$ cat src/rtl/sd_wb_arb.sv
// sd_wb_arb: shares one Wishbone burst master between the SD read (rq0) and SD write (rq1) DMA paths.
// Define SD_WB_ARB_RD_PRIO_EN for fixed priority to rq0; round robin otherwise.
module sd_wb_arb #(
    parameter int BURST_LEN   = 16,
    parameter int TIMEOUT_CYC = 1024
) (
    input  logic        clk_50,
    input  logic        reset_n,
    input  logic        rq0_req,
    input  logic        rq0_we,
    input  logic [31:0] rq0_adr,
    input  logic [31:0] rq0_dat_w,
    output logic        rq0_gnt,
    output logic        rq0_beat,
    output logic [31:0] rq0_dat_r,
    output logic        rq0_done,
    output logic        rq0_err,
    input  logic        rq1_req,
    input  logic        rq1_we,
    input  logic [31:0] rq1_adr,
    input  logic [31:0] rq1_dat_w,
    output logic        rq1_gnt,
    output logic        rq1_beat,
    output logic [31:0] rq1_dat_r,
    output logic        rq1_done,
    output logic        rq1_err,
    output logic        wbm_clk_o,
    output logic [31:0] wbm_adr_o,
    input  logic [31:0] wbm_dat_i,
    output logic [31:0] wbm_dat_o,
    output logic [3:0]  wbm_sel_o,
    output logic        wbm_cyc_o,
    output logic        wbm_stb_o,
    output logic        wbm_we_o,
    input  logic        wbm_ack_i,
    output logic [2:0]  wbm_cti_o,
    output logic [1:0]  wbm_bte_o
);
    localparam int CW = (BURST_LEN > 1) ? $clog2(BURST_LEN) : 1;
    localparam int WW = (TIMEOUT_CYC > 1) ? $clog2(TIMEOUT_CYC) : 1;
    localparam logic [CW-1:0] LAST_BEAT = CW'(BURST_LEN - 1);
    localparam logic [WW-1:0] WD_LAST   = WW'(TIMEOUT_CYC - 1);

    typedef enum logic [1:0] {ST_IDLE, ST_BURST, ST_DONE} state_t;

    state_t         state;
    logic           cyc_q;
    logic           we_q;
    logic [31:0]    adr_q;
    logic [1:0]     gnt_q;
    logic [1:0]     done_q;
    logic [1:0]     err_q;
    logic [CW-1:0]  beat_cnt;
    logic [WW-1:0]  wdog;
    logic           pick;
    logic           in_burst;
    logic           unused_adr_bits;

    // Requester handshake: rqN_req is a level sampled only in IDLE; rqN_gnt answers it and stays
    // high until the burst ends. Each rqN_beat is one word moved, after which the requester advances.
`ifdef SD_WB_ARB_RD_PRIO_EN
    always_comb pick = ~rq0_req;
`else
    logic last_gnt;
    always_comb pick = (rq0_req && rq1_req) ? ~last_gnt : rq1_req;
`endif

    always_ff @(posedge clk_50) begin
        if (!reset_n) begin
            state    <= ST_IDLE;
            cyc_q    <= 1'b0;
            we_q     <= 1'b0;
            adr_q    <= '0;
            gnt_q    <= '0;
            done_q   <= '0;
            err_q    <= '0;
            beat_cnt <= '0;
            wdog     <= '0;
`ifndef SD_WB_ARB_RD_PRIO_EN
            last_gnt <= 1'b1;
`endif
        end else begin
            done_q <= '0;
            err_q  <= '0;
            case (state)
                ST_IDLE: begin
                    if (rq0_req || rq1_req) begin
                        state    <= ST_BURST;
                        cyc_q    <= 1'b1;
                        adr_q    <= pick ? {rq1_adr[31:2], 2'b00} : {rq0_adr[31:2], 2'b00};
                        we_q     <= pick ? rq1_we : rq0_we;
                        gnt_q    <= pick ? 2'b10 : 2'b01;
                        beat_cnt <= '0;
                        wdog     <= '0;
`ifndef SD_WB_ARB_RD_PRIO_EN
                        last_gnt <= pick;
`endif
                    end
                end
                ST_BURST: begin
                    // An ack always beats a watchdog expiry in the same cycle.
                    if (wbm_ack_i) begin
                        adr_q    <= adr_q + 32'd4;
                        beat_cnt <= beat_cnt + CW'(1);
                        wdog     <= '0;
                        if (beat_cnt == LAST_BEAT) begin
                            cyc_q  <= 1'b0;
                            done_q <= gnt_q;
                            state  <= ST_DONE;
                        end
                    end else if (wdog == WD_LAST) begin
                        cyc_q <= 1'b0;
                        err_q <= gnt_q;
                        gnt_q <= '0;
                        state <= ST_IDLE;
                    end else begin
                        wdog <= wdog + WW'(1);
                    end
                end
                ST_DONE: begin
                    gnt_q <= '0;
                    state <= ST_IDLE;
                end
                default: state <= ST_IDLE;
            endcase
        end
    end

    assign in_burst  = (state == ST_BURST);
    assign rq0_gnt   = gnt_q[0];
    assign rq1_gnt   = gnt_q[1];
    assign rq0_beat  = wbm_ack_i & gnt_q[0] & in_burst;
    assign rq1_beat  = wbm_ack_i & gnt_q[1] & in_burst;
    assign rq0_dat_r = wbm_dat_i;
    assign rq1_dat_r = wbm_dat_i;
    assign rq0_done  = done_q[0];
    assign rq1_done  = done_q[1];
    assign rq0_err   = err_q[0];
    assign rq1_err   = err_q[1];

    assign wbm_clk_o = clk_50;
    assign wbm_adr_o = adr_q;
    assign wbm_dat_o = gnt_q[1] ? rq1_dat_w : (gnt_q[0] ? rq0_dat_w : 32'h0);
    assign wbm_sel_o = 4'hF;
    assign wbm_cyc_o = cyc_q;
    assign wbm_stb_o = cyc_q;
    assign wbm_we_o  = we_q;
    assign wbm_cti_o = in_burst ? ((beat_cnt == LAST_BEAT) ? 3'b111 : 3'b010) : 3'b000;
    assign wbm_bte_o = 2'b00;

    assign unused_adr_bits = &{1'b0, rq0_adr[1:0], rq1_adr[1:0]};
endmodule
$ cat config.mk
export PLATFORM = sky130hd
export DESIGN_NAME = sd_wb_arb
export DESIGN_NICKNAME = d
export VERILOG_FILES = /design/src/rtl/sd_wb_arb.sv
export SDC_FILE = /design/constraint.sdc
export NUM_CORES = 1
export LEC_CHECK = 0
export CAP_MARGIN = 20
export CORE_AREA = 2 2 124 126
export CTS_CLUSTER_SIZE = 8
export DETAILED_ROUTE_END_ITERATION = 8
export DIE_AREA = 0 0 126 128
export GPL_TIMING_DRIVEN = 0
export HOLD_SLACK_MARGIN = 0.02
export PLACE_DENSITY = 0.7
export SYNTH_ARGS = -nofsm -noshare
export SYNTH_HDL_FRONTEND = slang
export SYNTH_SLANG_ARGS = --single-unit
$ cat constraint.sdc
create_clock -name clk_50 -period 3.8 [get_ports clk_50]
set_input_delay 1.14 -clock clk_50 [delete_from_list [all_inputs] [get_ports clk_50]]
set_output_delay 1.14 -clock clk_50 [all_outputs]
set_load 0.01 [all_outputs]
==> run metrics, run 1 <==
synthesized area=between 4000 and 5000 um2; top post-synthesis cells by count=buf_4 (76), nand2_1 (72), dfxtp_1 (55), nor2_1 (43), a22o_1 (33); Iteration-0 DRC Markers=slightly below 400; Ports=between 300 and 400; synth top area cells=dfxtp_1 (25%), buf_4 (13%), a22o_1 (6.7%); GRT overflow=0; Post-CTS Hold Buffers=0; power density cells=between 300 and 400 nW/um2; row cnt=45; met3 WL post-DR=1420 um; max layer used=met4; DR DRC count=0; Antenna Nets Post-Route=0; hold crit path type=reg2reg; first-pass GRT wire length=27300 um; layout cells sized above 1=about 12%; count of cell types in the netlist=67; Worst Tran Pin Value=between 900 and 1000 ps; Placed Instance Area=roughly 7300 um2; die width=126 um; final-report max-slew violation count=0; hold_ws=about 470 ps; most common cell in the synthesized netlist=buf_4; Worst Path Required=~2700 ps; Clock Pin Slew Worst Setup and Hold Paths=about 70 ps; global placement routability congestion=between 0.8 and 0.9; slew margin rel.=35.4%; Synth async-reset ratio=0%; setup violators final=0; Worst setup SP type=clock port; final std cell area, no fill=about 7500 um2; core area=14900 um2; final WL=about 18000 um; Clk Latency, worst-skew pair=approximately 400 ps; Post-Syn Instances=570; ys flop type=dfxtp_1; Worst VDD drop=roughly 0.19 mV; status=completed; CP arrival=approximately 2500 ps; Tot Pwr=around 2400 uW; Fin Clk Skew=roughly 3.6 ps; Setup Crit Path Kind=clk2out; DP Wirelength=14200 um; RSZ-0062 raised after global routing=false; Post-synth EDFFs=0; share of the synthesized area in the top cell type=25.4%; crit path max fanout=2; die height=roughly 130 um; met2 wire length=~8700 um; area leader, netlist=dfxtp_1; largest net degree at the start of global routing=20; crit end category=primary output; CTS tree=built; wire length on met1=between 7000 and 8000 um; via count=about 5300; router iterations before antenna repair=5; P_leak=between 0.002 and 0.003 uW; Ys Warns=0; endpoints failing hold=0; Via density=around 5.0; Buffers on Ports=approximately 270; total track usage=about a fifth; max_cap viols=0; sequential fraction of the synthesis area=between 20% and 30%; antenna cells=0; die area=roughly 16000 um2; WL/cell=between 15 and 20 um; # fillers=1462; initial core utilization=just under 30%; Syn-to-layout area delta=73.0%; Nets=1027; Seq cells post-synth=55; initial antenna violation count=0; Post-Syn Area per Cell=7.60 um2; vias in the first global route=around 5000
==> cell type report <==
cell class                 instances  area, um2  area share (%)
timing repair buffer             269       2690            35.9
clock buffer                      11        216            2.89
multi-input combinational        406       2530            33.7
clock inverter                     1       5.00          0.0668
tap                              188        235            3.14
buffer                           102        678            9.05
inverter                          10       38.8           0.518
sequential                        55       1100            14.7
==> routing by layer <==
| metal | track usage, % | vias to the layer above |
|---|---|---|
| li1 | - | 2578 |
| met3 | 4.80 | 13 |
| met4 | 4.14 | 0 |
| met5 | 0 | - |
| met2 | 37.5 | 249 |
| met1 | 26.4 | 2413 |
==> metrics by stage <==
stage	instances	setup WS, ps	setup TNS (ps)	util (%)
2_1_floorplan	576	641	0	-
5_1_grt	1042	40.4	0	50.4
4_1_cts	1043	15.6	0	50.4
3_5_place_dp	1034	-312	-558	49.0
6_report	1042	128	0	50.4
3_3_place_gp	1033	-280	-701	49.0
==> power breakdown <==
| group | internal [uW] | total (uW) | switching, uW |
|---|---|---|---|
| clock | 401 | 648 | 247 |
| sequential | 642 | 748 | 106 |
| combinational | 570 | 1050 | 476 |
==> cells in the final DEF, fill, tap and decap left out, types with 9 or more instances in the layout <==
cell type        count
dfxtp_1             55
and3_1              13
inv_1                9
clkdlybuf4s50_1    268
buf_4               77
a22o_1              33
nor3_1              14
a21oi_1             27
nand3_1             26
mux2i_1             26
nor2_1              43
clkbuf_1            20
nand4_1             14
o21ai_0             20
nand2_1             72
==> worst max-delay path, cell delays in order <==
cell           delay (ps)
clkbuf_16             120
clkbuf_16             130
buf_4                 110
dlygate4sd2_1         270
==> sequential cells by signal (all words and copies together), names as in the netlist <==
name / cells
beat_cnt: 4
wbm_cyc_o: 1
state: 2
wdog: 10
last_gnt: 1
wbm_we_o: 1
gnt_q: 2
done_q: 2
wbm_adr_o: 30
err_q: 2
==> kinds of logic after synthesis <==
logic type | synth area share [%]
other cells | 0.173
mux | 6.27
compound gates | 23.5
xor+xnor | 0.607
flops | 25.4
buf+inv | 16.7
simple gates | 25.3
fa+ha+maj | 2.02
==> final timing paths <==
| check | start | endpoint | slack, ps | depth (start not counted) |
|---|---|---|---|---|
| hold / removal | wdog[8]$_SDFFE_PN0P_ | wdog[8]$_SDFFE_PN0P_ | 470 | 1 |
| hold reg to reg | wdog[8]$_SDFFE_PN0P_ | wdog[8]$_SDFFE_PN0P_ | 470 | 1 |
| setup / recovery | clk_50 | wbm_clk_o | 130 | 4 |
| setup reg to reg | state[0]$_SDFFE_PN0P_ | wbm_adr_o[22]$_SDFFE_PN0P_ | 1130 | 7 |
==> repair_timing <==
| item | 4_1_cts | 5_1_grt |
|---|---|---|
| setup buffers | 0 | 0 |
| endpoints found under the setup margin | 5 | 2 |
| gates cloned | 0 | 0 |
| gates resized for setup | 5 | 0 |
Note: power is estimated with default switching activity, not from simulation.
==> run 2, diff against run 1 <==
- GPL_TIMING_DRIVEN: 0 -> default
==> run metrics, run 2 (same netlist as run 1, synthesis figures left out) <==
critical-path cell list=clkbuf_16 > clkbuf_16 > clkdlybuf4s50_1; global placement routability congestion=0.877 (+1.9%); Setup Crit Path Kind=clk2out; power density cells=362 nW/um2 (+11%); Iteration-0 DRC Markers=270 (-32%); cell family with most CP delay=buffers and inverters; CP max stage cell=clkdlybuf4s50_1; most frequent cells in the layout=clkdlybuf4s50_1 (207), nand2_1 (72), dfxtp_1 (55); Hold Path Cell Cnt=1 (unchanged); Post-CTS Hold Buffers=0 (unchanged); max_cap viols=0 (unchanged); setup TNS=0 ps (unchanged); fin cells=892 (-14%); WL/cell=17.1 um (+1.8%); # fillers=1502 (+2.7%); CTS tree=built; row cnt=45 (unchanged); Antenna Nets Post-Route=0 (unchanged); R2R setup slack=910 ps (-220 ps); Clock Pin Slew Worst Setup and Hold Paths=70 ps (about the same); RR Startpoint=state[1]$_SDFFE_PN0P_; first-pass GRT wire length=23800 um (-13%); Worst Tran Pin Value=935 ps (-27.2 ps); most common cell after layout, fill and taps aside=clkdlybuf4s50_1; met1 Usage GRT=23.3% (-3.1 points); CP max stage delay=470 ps (+200 ps); P_leak=0.00240 uW (-20%); router iterations before antenna repair=5 (unchanged); Clk Latency, worst-skew pair=410 ps (about the same); hold path startpoint=wdog[8]$_SDFFE_PN0P_; layout cells sized above 1=5.26% (-6.9 points); via count=4670 (-11%); final WL=15300 um (-13%); DR DRC count=0 (unchanged); DP Wirelength=11800 um (-17%); Nets=877 (-15%); status=completed; initial core utilization=29.1% (unchanged); GR peak layer=met2; setup violators final=0 (unchanged); CP arrival=2610 ps (+80 ps); total track usage=18.2% (-2.9 points); slew margin rel.=37.5% (+2.2 points); crit path buf inv count=3 (-1); RSZ-0062 raised after global routing=false; end of the worst register-to-register path=wbm_adr_o[22]$_SDFFE_PN0P_; hold crit path type=reg2reg; Placed Instances=881 (-15%); Worst VDD drop=0.196 mV (+2.8%); Ports=316 (unchanged); die height=128 um (unchanged); crit end category=primary output; setup bufs post-CTS=0 (unchanged); # resized after CTS=0 (-5); final-report max-slew violation count=0 (unchanged); GRT overflow=0 (unchanged); CP most frequent cell=clkbuf_16; met3 Track Usage GR=3.88% (-0.92 points); crit path max fanout=2 (unchanged); M2 GR Usage=31.2% (-6.3 points); Worst Hold End=wdog[8]$_SDFFE_PN0P_; Worst Path Required=2660 ps (about the same); vias in the first global route=4386 (-13%); crit path from=clk_50; Buffers on Ports=207 (-23%); Fin Clk Skew=5.62 ps (+2.00 ps); core area=14900 um2 (unchanged); initial antenna violation count=0 (unchanged); Syn-to-layout area delta=45.9%; Reg2Reg Depth=8 (+1); antenna cells=0 (unchanged); Largest register FFs=30 (unchanged); die width=126 um (unchanged); Worst setup SP type=clock port; largest net degree at the start of global routing=39 (+95%); die area=16100 um2 (unchanged); Via density=5.24 (+3.9%); endpoints failing hold=0 (unchanged); Core Util, Final=42.5% (-7.9 points)
-- run 2: changes by cell type in the layout (fill, tap and decap cells not counted), sizes merged --
cell           change
clkdlybuf4s50     -61
clkinvlp           +1
buf               -69
dlygate4sd2        -1
clkbuf            -20
-- run 2: report_power, final --
part	internal [uW]	switching [uW]
Clock	396	251
Sequential	642	106
Combinational	474	418
-- run 2: final cells by class --
type | instances | area [um2] | area share (%)
Clock buffer | 10 | 214 | 3.39
Clock inverter | 2 | 12.5 | 0.198
Inverter | 10 | 37.5 | 0.594
Multi-Input combinational cell | 406 | 2530 | 40.1
Sequential cell | 55 | 1100 | 17.4
Tap cell | 188 | 235 | 3.72
Timing Repair Buffer | 221 | 2190 | 34.6
-- run 2: per-layer routing --
metal / vias to the layer above / wire length [um]
li1: 2273 / -
met4: 0 / 286
met5: - / 0
met3: 38 / 1200
met2: 217 / 7240
met1: 2142 / 6560
-- run 2: worst max path at each step --
| stage | endpoint | slack (ps) | depth (start not counted) |
|---|---|---|---|
| 3_3_place_gp | rq0_beat | 260 | 3 |
| 4_1_cts | wbm_clk_o | 40 | 3 |
| 3_5_place_dp | rq0_beat | 270 | 3 |
| 5_1_grt | wbm_clk_o | 30 | 3 |
| 2_1_floorplan | wbm_clk_o | 640 | 1 |
| 6_report | wbm_clk_o | 50 | 3 |
-- run 2: stage by stage --
step                      hold WS (ps)  setup WS, ps  power [uW]  instance area, um2
after floorplan                    430           641        1250                4350
after global placement             450           264        1670                6100
after detailed placement           456           268        1680                6100
after CTS                          468          39.0        2300                6320
after global routing               491          32.1        2410                6320
final                              464          48.4        2290                6320
==> run 3, diff against run 2 <==
- ABC_AREA: default -> 1
- CORE_AREA: 2 2 124 126 -> 2 2 123 125
- DIE_AREA: 0 0 126 128 -> 0 0 125 127
- PLACE_DENSITY: 0.7 -> 0.74
- SETUP_SLACK_MARGIN: default -> 0.2
==> run metrics, run 3 <==
# fillers=1519 (+1.1%); ys flop type=dfxtp_1; NetSw=1840 uW (+140%); met3 Track Usage GR=5.19% (+1.3 points); Setup Crit Path Kind=clk2out; fin cells=1129 (+27%); Post-CTS Hold Buffers=0 (unchanged); sequential fraction of the synthesis area=23.2% (-2.2 points); crit path max fanout=2 (unchanged); final WL=16400 um (+7.2%); Post-synth EDFFs=0 (unchanged); final-report max-slew violation count=0 (unchanged); Placed Instances=1118 (+27%); hold crit path type=reg2reg; Seq cells post-synth=55 (unchanged); Ys Warns=0 (unchanged); Tot Pwr=4050 uW (+77%); switching share of total power=45.3% (+11 points); DP Wirelength=12300 um (+4.2%); die area=15900 um2 (-1.6%); setup bufs post-CTS=0 (unchanged); RSZ-0062 raised after global routing=false; first-pass GRT wire length=25800 um (+8.5%); Largest register FFs=30 (unchanged); core area=14400 um2 (-3.0%); final std cell area, no fill=6660 um2 (+5.5%); setup TNS=0 ps (unchanged); area of the multi-input gates=2710 um2 (+7.0%); setup violators final=0 (unchanged); CP arrival=2430 ps (-180 ps); die width=125 um (-0.79%); Worst setup SP type=clock port; most common cell after layout, fill and taps aside=clkdlybuf4s50_1; Comb pwr share=58.0% (+19 points); CTS tree=built; Post-Syn Area per Cell=5.77 um2 (-24%); Synth Area in Simple Gates=39.4% (+14 points); Buffers on Ports=207 (unchanged); Worst Tran Pin Value=606 ps (-329 ps); Post-Syn Instances=823 (+44%); count of cell types in the netlist=34 (-49%); power density cells=608 nW/um2 (+68%); Worst Path Required=2660 ps (about the same); row cnt=44 (-2.2%); most common cell in the synthesized netlist=nand2_1; synthesized area=4750 um2 (+9.7%); Synth Area in Compound Gates=14.9% (-8.6 points); multiplexer share of the synthesized area=0% (-6.3 points); die height=127 um (-0.78%); Nets=1118 (+27%); top post-synthesis cells by count=nand2_1 (198), nor2_1 (144), o21ai_0 (83), buf_4 (78), nand3_1 (73); area leader, netlist=dfxtp_1; synth top area cells=dfxtp_1 (23%), nand2_1 (16%), buf_4 (12%); via count=5372 (+15%); Clock Power Share=17.8% (-11 points); DR DRC count=0 (unchanged); Placed Instance Area=6420 um2 (+5.2%); Ports=316 (unchanged); max_cap viols=0 (unchanged); global placement routability congestion=0.870 (-0.82%); P_leak=0.00268 uW (+12%); crit end category=primary output; most frequent cells in the layout=clkdlybuf4s50_1 (204), nand2_1 (198), nor2_1 (144); Iteration-0 DRC Markers=294 (+8.9%); layout cells sized above 1=4.23% (-1.0 points); initial core utilization=32.9% (+3.8 points); WL/cell=14.5 um (-15%); largest net degree at the start of global routing=45 (+15%); Via density=4.76 (-9.1%); Adder-Cell Fraction of Synth Area=1.84% (-0.18 points); share of the synthesized area in the top cell type=23.2% (-2.2 points); largest family of logic cells by synthesized area=simple AND/OR/NAND/NOR gates; initial antenna violation count=0 (unchanged); Reg area=1100 um2 (unchanged); Worst VDD drop=0.367 mV (+87%); Seq pwr share=24.3% (-8.4 points); slew margin rel.=59.3% (+22 points); GRT overflow=0 (unchanged); Clk Latency, worst-skew pair=420 ps (about the same); Clock Pin Slew Worst Setup and Hold Paths=80 ps (about the same); Post-Synth XOR/XNOR Area=0.184% (-0.42 points); Syn-to-layout area delta=40.3%; router iterations before antenna repair=5 (unchanged); M2 GR Usage=35.5% (+4.4 points); vias in the first global route=5033 (+15%); status=completed; endpoints failing hold=0 (unchanged); total track usage=20.0% (+1.8 points); GR peak layer=met2; Fin Clk Skew=5.69 ps (+0.0704 ps); internal cell power=2220 uW (+47%); met1 Usage GRT=24.3% (+0.94 points); antenna cells=0 (unchanged); Antenna Nets Post-Route=0 (unchanged); Synth async-reset ratio=0% (unchanged)
-- run 3: cell count changes in the layout (fill, tap and decap cells not counted), moves of 33 or more --
cell,change
nand2_1,+126
nor2_1,+101
o21ai_0,+63
inv_1,+48
nand3_1,+47
a22o_1,-33
-- run 3: stage by stage --
step | util [%] | setup slack [ps] | hold slack, ps
6_report | 46.2 | 235 | 484
5_1_grt | 46.2 | 201 | 528
4_1_cts | 46.2 | 217 | 484
3_5_place_dp | 44.5 | 188 | 465
3_3_place_gp | 44.5 | 183 | 452
2_1_floorplan | - | 641 | 442
-- run 3: power groups by stage --
stage,clock network [uW],registers (uW),logic (uW)
finish,719,984,2350
CTS,728,982,2370
floorplan,21.7,987,1420
global route,752,1010,2630
global placement,26.8,989,2340
detailed placement,26.8,991,2360
-- run 3: worst max-delay path, stage by stage --
cell           delay (ps)
clkbuf_16             120
clkbuf_16             130
dlygate4sd2_1         280
-- run 3: cells by family (layout without fill, tap and decap cells) --
kind of cell / after synthesis / in the layout
XOR/XNOR: 1 / 1
adder cells (fa/ha/maj): 7 / 7
AND/OR/NAND/NOR: 447 / 447
AO/OA/AOI/OAI: 138 / 138
other: 2 / 8
buffers and inverters: 173 / 289
flip-flops: 55 / 55
-- run 3: final cells by class --
type | instances | share of cell area, %
Multi-Input combinational cell | 601 | 40.6
Sequential cell | 55 | 16.5
Inverter | 60 | 3.38
Clock inverter | 3 | 0.657
Tap cell | 184 | 3.45
Clock buffer | 9 | 3.14
Timing Repair Buffer | 217 | 32.2
-- run 3: routing by layer --
layer | vias to the layer above | part of all wire (%)
li1 | 2791 | -
met1 | 2361 | 42
met2 | 189 | 49
met3 | 31 | 7.5
met4 | 0 | 1.6
met5 | - | 0
-- run 3: what timing repair did --
| item | 4_1_cts | 5_1_grt |
|---|---|---|
| pin swaps | 0 | 1 |
| resized for setup | 2 | 1 |
| hold endpoints to repair | 0 | 0 |
| setup endpoints to repair | 2 | 1 |
-- run 3: worst paths after layout --
path	to	cells after the start	from	slack [ps]
setup / recovery	wbm_clk_o	3	clk_50	230
hold / removal	last_gnt$_SDFFE_PN1P_	2	last_gnt$_SDFFE_PN1P_	480
setup reg to reg	wdog[9]$_SDFFE_PN0P_	10	state[1]$_SDFFE_PN0P_	1000
hold reg to reg	last_gnt$_SDFFE_PN1P_	2	last_gnt$_SDFFE_PN1P_	480
